==> config.mk <==
export PLATFORM = sky130hd
export DESIGN_NAME = md_seq
export DESIGN_NICKNAME = d
export VERILOG_FILES = /design/src/rtl/md_pkg.sv /design/src/rtl/md_iter_step.sv /design/src/rtl/md_seq.sv
export SDC_FILE = /design/constraint.sdc
export NUM_CORES = 1
export LEC_CHECK = 0
export CELL_PAD_IN_SITES_DETAIL_PLACEMENT = 0
export CELL_PAD_IN_SITES_GLOBAL_PLACEMENT = 2
export CORE_MARGIN = 8
export CORE_UTILIZATION = 35
export CTS_CLUSTER_DIAMETER = 150
export DETAILED_ROUTE_END_ITERATION = 8
export PLACE_DENSITY_LB_ADDON = 0.1
export RECOVER_POWER = 100
export SYNTH_ARGS = -nofsm -noshare
export SYNTH_HDL_FRONTEND = slang
export SYNTH_HIERARCHICAL = 1
export SYNTH_SLANG_ARGS = --single-unit
==> constraint.sdc <==
create_clock -name clk -period 3.6 [get_ports clk]
set_clock_uncertainty 0.05 [all_clocks]
set_input_delay 0.36 -clock clk [delete_from_list [all_inputs] [get_ports clk]]
set_output_delay 0.36 -clock clk [all_outputs]
set_load 0.01 [all_outputs]
==> src/rtl/md_pkg.sv <==
// Shared encodings for the iterative multiply/divide sequencer.
package md_pkg;

    localparam int MD_ITERS = 32;

    typedef enum logic [1:0] {
        MD_MULT  = 2'd0,
        MD_MULTU = 2'd1,
        MD_DIV   = 2'd2,
        MD_DIVU  = 2'd3
    } mdop_e;

    typedef enum logic [1:0] {
        ST_IDLE = 2'd0,
        ST_CALC = 2'd1,
        ST_FIX  = 2'd2
    } state_e;

    function automatic logic is_signed_op(input mdop_e op);
        return (op == MD_MULT) || (op == MD_DIV);
    endfunction

    function automatic logic is_div_op(input mdop_e op);
        return (op == MD_DIV) || (op == MD_DIVU);
    endfunction

endpackage

==> src/rtl/md_iter_step.sv <==
// One iteration of the shift-add multiply or restoring divide on the {hi,lo} accumulator.
module md_iter_step #(
    parameter int WIDTH = 32
) (
    input  logic             is_div_i,
    input  logic [WIDTH-1:0] acc_hi_i,
    input  logic [WIDTH-1:0] acc_lo_i,
    input  logic [WIDTH-1:0] opnd_i,
    output logic [WIDTH-1:0] acc_hi_o,
    output logic [WIDTH-1:0] acc_lo_o
);

    logic [WIDTH:0]   mul_sum;
    logic [WIDTH:0]   div_shift;
    logic [WIDTH-1:0] div_diff;
    logic             div_fits;

    // NOTE: every output gets a default at the top of always_comb so no path leaves it unassigned (no latch).
    always_comb begin
        acc_hi_o  = acc_hi_i;
        acc_lo_o  = acc_lo_i;
        mul_sum   = {1'b0, acc_hi_i} + (acc_lo_i[0] ? {1'b0, opnd_i} : '0);
        div_shift = {acc_hi_i, acc_lo_i[WIDTH-1]};
        div_fits  = (div_shift >= {1'b0, opnd_i});
        // The true difference is below 2^WIDTH whenever it is kept, so the low bits suffice.
        div_diff  = div_shift[WIDTH-1:0] - opnd_i;

        if (is_div_i) begin
            acc_hi_o = div_fits ? div_diff : div_shift[WIDTH-1:0];
            acc_lo_o = {acc_lo_i[WIDTH-2:0], div_fits};
        end else begin
            acc_hi_o = mul_sum[WIDTH:1];
            acc_lo_o = {mul_sum[0], acc_lo_i[WIDTH-1:1]};
        end
    end

endmodule

==> src/rtl/md_seq.sv <==
// Multiply/divide sequencer owning HI/LO: fixed WIDTH-cycle CALC schedule plus one FIX cycle.
module md_seq
    import md_pkg::*;
#(
    parameter int WIDTH = MD_ITERS
) (
    input  logic             clk,
    input  logic             rst_n,
    input  logic             start,
    input  logic [1:0]       mdop,
    input  logic [WIDTH-1:0] a,
    input  logic [WIDTH-1:0] b,
    input  logic             hi_we,
    input  logic             lo_we,
    input  logic [WIDTH-1:0] wd,
    output logic [WIDTH-1:0] hi,
    output logic [WIDTH-1:0] lo,
    output logic             busy,
    output logic             done
);

    localparam int CW = $clog2(WIDTH);
    localparam logic [CW-1:0] CNT_LAST = CW'(WIDTH - 1);

    state_e           state_q, state_d;
    logic [CW-1:0]    cnt_q, cnt_d;
    mdop_e            op_q, op_d;
    logic             neg_q, neg_d;      // product / quotient sign
    logic             sa_q, sa_d;        // dividend sign, owned by the remainder
    logic             bzero_q, bzero_d;
    logic [WIDTH-1:0] a_q, a_d;
    logic [WIDTH-1:0] opnd_q, opnd_d;
    logic [WIDTH-1:0] acc_hi_q, acc_hi_d;
    logic [WIDTH-1:0] acc_lo_q, acc_lo_d;
    logic [WIDTH-1:0] hi_q, hi_d;
    logic [WIDTH-1:0] lo_q, lo_d;
    logic             done_q, done_d;

    mdop_e              op_in;
    logic               a_neg, b_neg;
    logic [WIDTH-1:0]   a_mag, b_mag;
    logic [WIDTH-1:0]   step_hi, step_lo;
    logic [2*WIDTH-1:0] prod_fix;

    assign op_in = mdop_e'(mdop);
    assign a_neg = is_signed_op(op_in) & a[WIDTH-1];
    assign b_neg = is_signed_op(op_in) & b[WIDTH-1];
    assign a_mag = a_neg ? -a : a;
    assign b_mag = b_neg ? -b : b;

    md_iter_step #(.WIDTH(WIDTH)) u_step (
        .is_div_i (is_div_op(op_q)),
        .acc_hi_i (acc_hi_q),
        .acc_lo_i (acc_lo_q),
        .opnd_i   (opnd_q),
        .acc_hi_o (step_hi),
        .acc_lo_o (step_lo)
    );

    assign prod_fix = neg_q ? -{acc_hi_q, acc_lo_q} : {acc_hi_q, acc_lo_q};

    always_comb begin
        state_d  = state_q;
        cnt_d    = cnt_q;
        op_d     = op_q;
        neg_d    = neg_q;
        sa_d     = sa_q;
        bzero_d  = bzero_q;
        a_d      = a_q;
        opnd_d   = opnd_q;
        acc_hi_d = acc_hi_q;
        acc_lo_d = acc_lo_q;
        hi_d     = hi_q;
        lo_d     = lo_q;
        done_d   = 1'b0;

        case (state_q)
            ST_IDLE: begin
                if (hi_we) hi_d = wd;
                if (lo_we) lo_d = wd;
                if (start) begin
                    op_d     = op_in;
                    neg_d    = a_neg ^ b_neg;
                    sa_d     = a_neg;
                    bzero_d  = (b == '0);
                    a_d      = a;
                    acc_hi_d = '0;
                    // Multiply walks multiplier bits out of lo; divide walks dividend bits out of lo.
                    opnd_d   = is_div_op(op_in) ? b_mag : a_mag;
                    acc_lo_d = is_div_op(op_in) ? a_mag : b_mag;
                    cnt_d    = '0;
                    state_d  = ST_CALC;
                end
            end
            ST_CALC: begin
                acc_hi_d = step_hi;
                acc_lo_d = step_lo;
                cnt_d    = cnt_q + CW'(1);
                if (cnt_q == CNT_LAST) state_d = ST_FIX;
            end
            ST_FIX: begin
                if (!is_div_op(op_q)) begin
                    hi_d = prod_fix[2*WIDTH-1:WIDTH];
                    lo_d = prod_fix[WIDTH-1:0];
                end else if (bzero_q) begin
                    hi_d = a_q;
                    lo_d = '1;
                end else begin
                    hi_d = sa_q  ? -acc_hi_q : acc_hi_q;
                    lo_d = neg_q ? -acc_lo_q : acc_lo_q;
                end
                done_d  = 1'b1;
                state_d = ST_IDLE;
            end
            default: state_d = ST_IDLE;
        endcase
    end

    // NOTE: sequential state uses non-blocking assignments so every register samples pre-edge values.
    always_ff @(posedge clk or negedge rst_n) begin
        if (!rst_n) begin
            state_q  <= ST_IDLE;
            cnt_q    <= '0;
            op_q     <= MD_MULT;
            neg_q    <= 1'b0;
            sa_q     <= 1'b0;
            bzero_q  <= 1'b0;
            a_q      <= '0;
            opnd_q   <= '0;
            acc_hi_q <= '0;
            acc_lo_q <= '0;
            hi_q     <= '0;
            lo_q     <= '0;
            done_q   <= 1'b0;
        end else begin
            state_q  <= state_d;
            cnt_q    <= cnt_d;
            op_q     <= op_d;
            neg_q    <= neg_d;
            sa_q     <= sa_d;
            bzero_q  <= bzero_d;
            a_q      <= a_d;
            opnd_q   <= opnd_d;
            acc_hi_q <= acc_hi_d;
            acc_lo_q <= acc_lo_d;
            hi_q     <= hi_d;
            lo_q     <= lo_d;
            done_q   <= done_d;
        end
    end

    assign hi   = hi_q;
    assign lo   = lo_q;
    assign busy = (state_q != ST_IDLE);
    assign done = done_q;

endmodule

Yosys cells after proc, flatten, opt, wreduce, memory -nomap -nowiden

Index checks and enable logic that the tools add are counted.

Flip-flop bits (word level): 205
Latch bits: 0
Bits in writable memories: 0
Memory bits (read-only): 0
Bits of input ports: 103
Output and inout port bits: 66
Logic and storage cells: 79
Memories kept: 0

Add/sub/neg operators: 8
Multiply operators: 0
Div/mod/pow operators: 0
Magnitude comparators: 1
Equal/unequal tests: 11
Shift operators: 0
Muxes and demuxes: 29
Bitwise logic cells: 3
Reduce and logical (&&, ||, !) cells: 14

Operators with widths:

| operator            | count |
|---|---|
| $mux 32             | 18 |
| $pmux 32 s2         | 4 |
| $neg 32->32         | 4 |
| $mux 64             | 1 |
| $neg 64->64         | 1 |
| $add 32x33->33      | 1 |
| $ge 33x32->1        | 1 |
| $logic_not 32->1    | 1 |
| $sub 32x32->32      | 1 |
| $eq 2x2->1 const B  | 5 |
| $pmux 5 s2          | 1 |
| $reduce_and 2->1    | 5 |
| $ne 2x2->1 const B  | 4 |
| $reduce_bool 2->1   | 3 |
| $add 5x1->5 const B | 1 |
| $eq 5x5->1 const B  | 1 |
| $mux 5              | 1 |
| $logic_not 2->1     | 2 |
| $mux 2              | 2 |
| $pmux 2 s2          | 1 |
| $logic_or 1x1->1    | 3 |
| $and 1x1->1         | 2 |
| $eq 2x1->1 const B  | 1 |
| $mux 1              | 1 |
| $xor 1x1->1         | 1 |

Depth between registers and ports, before layout

Depth after elaboration: 7
Mapped depth: 16
Depth with buffers taken out: 15

Cells and area by module

Netlist, hierarchy kept.

By module, submodules not included:

| module       | instances | cells an instance | area each (um2) | sequential area each (um2) |
|---|---|---|---|---|
| md_seq       | 1         | 1549              | 12643.4         | 5104.9 |
| md_iter_step | 1         | 701               | 4728.3          | 0.0 |

Worst setup path before layout

Ideal clock, no wire load.

Kind: register to register
Start point: reg acc_lo_q[0]
End point: reg acc_hi_q[29]
Library setup time: 0.133 ns
Arrival time: 2.963 ns
Required time: 3.417 ns
Setup slack: 0.454 ns
Stages on the path, launching flop included: 16
Buffers on the path: 1
Clock period less this slack: 3.146 ns
Cells stage by stage: dfrtp_1 > clkbuf_1 > and2_1 > ha_1 > fa_1 > a21oi_1 > o211ai_1 > a31oi_1 > nor3_1 > o211ai_1 > nor3_1 > a211oi_1 > xor2_1 > mux2i_1 > nand2_1 > o21ai_0

Longest elaborated chain between the ends: 4

RTL lines:

| item                   | RTL line           | text |
|---|---|---|
| from (decl)            | md_seq.sv:34       | `logic [WIDTH-1:0] acc_lo_q, acc_lo_d;` |
| from (signal assigned) | md_seq.sv:145      | `acc_lo_q <= acc_lo_d;` |
| $mux 32                | md_iter_step.sv:22 | `mul_sum = {1'b0, acc_hi_i} + (acc_lo_i[0] ? {1'b0, opnd_i} : '0);` |
| $add 32x33->33         | md_iter_step.sv:22 |  |
| $mux 32                | md_iter_step.sv:28 | `if (is_div_i) begin` |
| named net step_hi[29]  | md_seq.sv:42       | `logic [WIDTH-1:0] step_hi, step_lo;` |
| $pmux 32 s2            | md_seq.sv:77       | `case (state_q)` |
| to (signal assigned)   | md_seq.sv:144      | `acc_hi_q <= acc_hi_d;` |
| to (decl)              | md_seq.sv:33       | `logic [WIDTH-1:0] acc_hi_q, acc_hi_d;` |

The timed path passes the listed nets, and every way through them passes these cells.
A chain may end at the register's enable or synchronous reset.

Final worst setup path

Start point: reg acc_hi_q[1]
End point: reg hi_q[30], in the netlist hi[30]

Longest elaborated chain between the ends: 5
Elaborated cells between the ends (all ways): 7
Those cells by class: add/sub (2); mux (5)

RTL lines:

| item                 | RTL line      | text |
|---|---|---|
| $neg 32->32          | md_seq.sv:109 | `hi_d = sa_q ? -acc_hi_q : acc_hi_q;` |
| $mux 32              | md_seq.sv:109 |  |
| $mux 32              | md_seq.sv:105 | `end else if (bzero_q) begin` |
| $mux 32 *            | md_seq.sv:102 | `if (!is_div_op(op_q)) begin` |
| $pmux 32 s2 *        | md_seq.sv:77  |  |
| to (signal assigned) | md_seq.sv:146 | `hi_q <= hi_d;` |
| to (decl)            | md_seq.sv:35  | `logic [WIDTH-1:0] hi_q, hi_d;` |

Every way passes the cells marked *; elsewhere a longest branch is shown, timed or not.

==> reports/summary.md <==
Mean number of vias per cell: 5.84. The count of filler cells inserted in the layout came out at 5,072. The slack of the critical path is 0.177 ns.

Among cell families on the critical path, the largest total delay comes from simple AND/OR/NAND/NOR gates. STA puts the critical path data required time at 3.99 ns. The logs give 17,466 for the number of global-route vias before repair and 0.18 ns for the slack of the worst reg-to-reg path. After synthesis, flip-flops and latches occupy 29.4% of the total area.

The cell sitting at the root of the clock tree is a sky130_fd_sc_hd__clkbuf_16. The slew at the pin closest to its max-slew limit works out to 1.81 ns. Worst min-delay path class: in2async. For the final number of hold-violating endpoints, the log shows 0.

Dominant register cell in the synthesized netlist: sky130_fd_sc_hd__dfrtp_1. The total clock sinks is 204, and the average detailed-routed wire length per instance is 25.2 um. TritonCTS built the clock tree.

The number of max-slew violations in the final report is 117, and the share of synthesized flip-flops with an asynchronous set or reset is 100%. Entering global routing, the biggest net connects 94 pins. The final layout net count was 2,608; the detailed placement HPWL was 61,700 um.

Synthesis handed over a netlist of 2,250 instances. The number of clock buffers added by TritonCTS is 27. The critical path in this run is classified as reg2reg. Compared with the post-synthesis result, the final layout area differs by 22.5%. The number of antenna violations at the first check in global routing is 2, and the global route total overflow is 0. I/O pin total: 169. Global routing used 26.6% of the available tracks across all layers. After synthesis, the mean cell area works out to 7.72 um2. The worst relative slew slack is -20.8%.

Maximum single-stage delay on the critical path: 0.58 ns. The post-synthesis instance area was 0.0174 mm2. STA puts the critical path data arrival time at 3.82 ns. The tools report the number of nets with antenna violations after detailed routing as 0. Max-cap violations in this run came to 3. The worst setup path is captured at a flip-flop. The number of buffer cells added on primary ports is 168. Summing over every cut layer, the via total after detailed routing is 18,181. The number of antenna diodes in the final layout is 0.

For the die area, the log shows 0.0570 mm2. The total wire length is 78,500 um. The number of setup violations in the final report came out at 0. The sum of negative setup slack is 0 ns. In this run the worst path has a maximum fanout of 5. The clock-pin slew of the registers on the worst-case setup and hold paths is 0.06 ns, and the number of enable-type register cells in the synthesized netlist is 0. The share of Yosys cell area claimed by the top area cell type came out at 29.4%. The later pin in the worst-skew pair is clocked with a latency of 0.58 ns. The highest ir drop seen on vdd is 511 uV, and the area inside the core boundary is 0.0490 mm2. The checks that failed: capacitance limit, slew limit. The element type at the critical path start was a flip-flop.

At the end of routability-driven placement, the weighted congestion stood at 0.923. The site row count is 81. By area the synthesized netlist is led by sky130_fd_sc_hd__dfrtp_1 (29%), sky130_fd_sc_hd__nand2_1 (8.0%), sky130_fd_sc_hd__o21ai_0 (5.4%). The signal on the critical path passes through buf_4 > inv_1 > ha_1 > nor3b_1 > clkbuf_1 > nand4_1 > or4_1 > a211oi_1 > a211oi_1 > o22ai_1 > nand3_1.

In this run, synthesis produced a sequential element count of 204. The Yosys step of the flow raised 6 warnings. The most common cell type on the critical path is sky130_fd_sc_hd__a211oi_1. The clock passes through at most 3 buffers. The run gives 1 as the maximum level of the CTS H-tree. The tools report the fmax as 292 MHz. Final hold analysis gives a worst-case slack of 0.333 ns. In this run the vertical extent of the chip is 239 um. The global-route wire length before repair came out at 116,000 um.

Biggest area consumer among synthesized cells: sky130_fd_sc_hd__dfrtp_1. The final clock period utilization by the worst path is 95.1%. Of the cells placed in the final design, the portion with a size suffix greater than 1 is 10.5%. DRC violation count after routing: 0. The number of buffers and inverters on the critical path was 3; the synthesized net count was 2,425.

The run gives 35.5% as the initial core utilization. The tools report the count of unique library cells instantiated by Yosys as 86. The run finished, with violations left.

The ratio of total power to cell area came out at 1060 mW/mm2. The first TritonRoute pass finished after 6 iterations. The horizontal extent of the die was 239 um; the number of DRC markers after the initial detailed-route iteration was 1,930. The routed design could run at a clock period as short as 3.42 ns.

Prior to clock tree synthesis, the placed netlist has a worst setup slack of -0.0443 ns. In this run the static leakage power is 8.84 nW. Among all stages on the critical path, the largest delay is contributed by sky130_fd_sc_hd__or4_1.
[sequential cells by signal, indices dropped and copies added (netlist names), 2 cells and up]
name and flops:
lo 32, cnt_q 5, hi 32, a_q 32, acc_lo_q 32, opnd_q 32, state_q 2, acc_hi_q 32
[final timing paths]
kind | start | to | cells past startpoint
hold reg to reg | hi[29] | hi[29] | 1
hold / removal | rst_n | acc_hi_q[31] | 2
setup reg to reg | acc_hi_q[1] | hi[30] | 11
min in group clk | wd[19] | hi[19] | 3
max in group asynchronous | rst_n | a_q[24] | 3
setup / recovery | acc_hi_q[1] | hi[30] | 11
[through the flow]
stage	util (%)	power [mW]	instance area [um2]	cells
4_1_cts	43.6	22.7	21400	3113
6_report	43.5	22.6	21300	3114
3_3_place_gp	41.8	19.7	20400	3066
5_1_grt	43.5	24.2	21300	3114
3_5_place_dp	41.8	19.7	20400	3066
2_1_floorplan	-	14.1	17400	2250
[Yosys cell counts (29+ instances only)]
library cell,count
sky130_fd_sc_hd__and2_1,39
sky130_fd_sc_hd__dfrtp_1,204
sky130_fd_sc_hd__o31ai_1,34
sky130_fd_sc_hd__nor3_1,47
sky130_fd_sc_hd__a21o_1,33
sky130_fd_sc_hd__a31oi_1,36
sky130_fd_sc_hd__clkbuf_1,134
sky130_fd_sc_hd__nand2_1,370
sky130_fd_sc_hd__a21oi_1,134
sky130_fd_sc_hd__o21ai_0,189
sky130_fd_sc_hd__nand3_1,44
sky130_fd_sc_hd__o221ai_1,45
sky130_fd_sc_hd__ha_1,70
sky130_fd_sc_hd__xnor2_1,101
sky130_fd_sc_hd__mux2_2,30
sky130_fd_sc_hd__nor4_1,29
sky130_fd_sc_hd__inv_1,68
sky130_fd_sc_hd__nor2_1,141
sky130_fd_sc_hd__xor2_1,80
sky130_fd_sc_hd__o22ai_1,38
[layout by cell type, fill, tap and decap left out, types with 11 or more instances in the layout]
cell / n
sky130_fd_sc_hd__mux2_2: 30
sky130_fd_sc_hd__a211oi_1: 15
sky130_fd_sc_hd__o21bai_1: 11
sky130_fd_sc_hd__or2_2: 11
sky130_fd_sc_hd__or3_1: 20
sky130_fd_sc_hd__o21ai_0: 193
sky130_fd_sc_hd__o41ai_1: 13
sky130_fd_sc_hd__ha_1: 70
sky130_fd_sc_hd__o21ai_1: 23
sky130_fd_sc_hd__o21a_1: 12
sky130_fd_sc_hd__and3_1: 11
sky130_fd_sc_hd__a31oi_1: 36
sky130_fd_sc_hd__clkbuf_16: 27
sky130_fd_sc_hd__xor2_1: 80
sky130_fd_sc_hd__o31ai_1: 34
sky130_fd_sc_hd__nand4_1: 22
sky130_fd_sc_hd__o221ai_1: 45
sky130_fd_sc_hd__a21o_1: 33
sky130_fd_sc_hd__dfrtp_1: 202
sky130_fd_sc_hd__xnor2_1: 101
sky130_fd_sc_hd__a22oi_1: 27
sky130_fd_sc_hd__clkdlybuf4s50_1: 96
sky130_fd_sc_hd__and2_1: 38
sky130_fd_sc_hd__nand3_1: 44
sky130_fd_sc_hd__nor4_1: 29
sky130_fd_sc_hd__nor2b_1: 11
sky130_fd_sc_hd__dlygate4sd3_1: 72
sky130_fd_sc_hd__buf_4: 132
sky130_fd_sc_hd__nor2_1: 139
sky130_fd_sc_hd__a21oi_1: 134
sky130_fd_sc_hd__clkbuf_1: 20
sky130_fd_sc_hd__nand2_1: 369
sky130_fd_sc_hd__mux2i_1: 12
sky130_fd_sc_hd__or4_1: 23
sky130_fd_sc_hd__nor3_1: 47
sky130_fd_sc_hd__o22ai_1: 38
sky130_fd_sc_hd__inv_1: 68
sky130_fd_sc_hd__o211ai_1: 24
[per-layer routing]
metal / GRT usage [%] / vias to the layer above / routed length (um) / share of wire [%]
li1: - / 8498 / - / -
met1: 37.5 / 8855 / 35900 / 46
met2: 40.5 / 716 / 34200 / 43
met3: 5.71 / 112 / 5980 / 7.6
met4: 7.52 / 0 / 2470 / 3.1
met5: 0 / - / 0 / 0
[where the power goes]
group,switching [mW],leakage [nW],total [mW],internal [mW]
registers,1.15,2.48,4.59,3.44
clock network,1.13,0.453,2.88,1.75
logic,8.89,5.91,15.1,6.22
[worst reg2reg max path: cells and delay by family (launching register included)]
| family | cells | cell delay [ns] |
|---|---|---|
| fa+ha+maj | 1 | 0.30 |
| compound gates | 3 | 0.63 |
| simple gates | 4 | 1.26 |
| flops | 1 | 0.39 |
| buf+inv | 3 | 0.67 |
[timing repair]
item | in CTS | in global routing
setup endpoints to repair | 0 | 4
resized for setup | 0 | 2
setup buffers | 0 | 1
hold buffers | 1 | 0
hold endpoints to repair | 90 | 0
[cell families (layout without fill, tap and decap cells)]
family | Yosys count | in the layout | synth area share (%)
simple gates | 805 | 805 | 21.6
flops | 204 | 204 | 29.4
xor+xnor | 181 | 181 | 9.13
fa+ha+maj | 72 | 72 | 5.27
buf+inv | 241 | 441 | 5.56
compound gates | 700 | 700 | 26.1
mux | 47 | 47 | 2.96
[final cells by class]
cell class | instances | area, um2 | area share [%]
Tap cell | 664 | 831 | 3.90
Clock inverter | 10 | 150 | 0.705
Inverter | 70 | 263 | 1.23
Sequential cell | 204 | 5110 | 24.0
Multi-Input combinational cell | 1805 | 11300 | 53.2
Clock buffer | 36 | 759 | 3.57
Timing Repair Buffer | 325 | 2850 | 13.4
No activity file was read; power rests on OpenSTA's default activity.
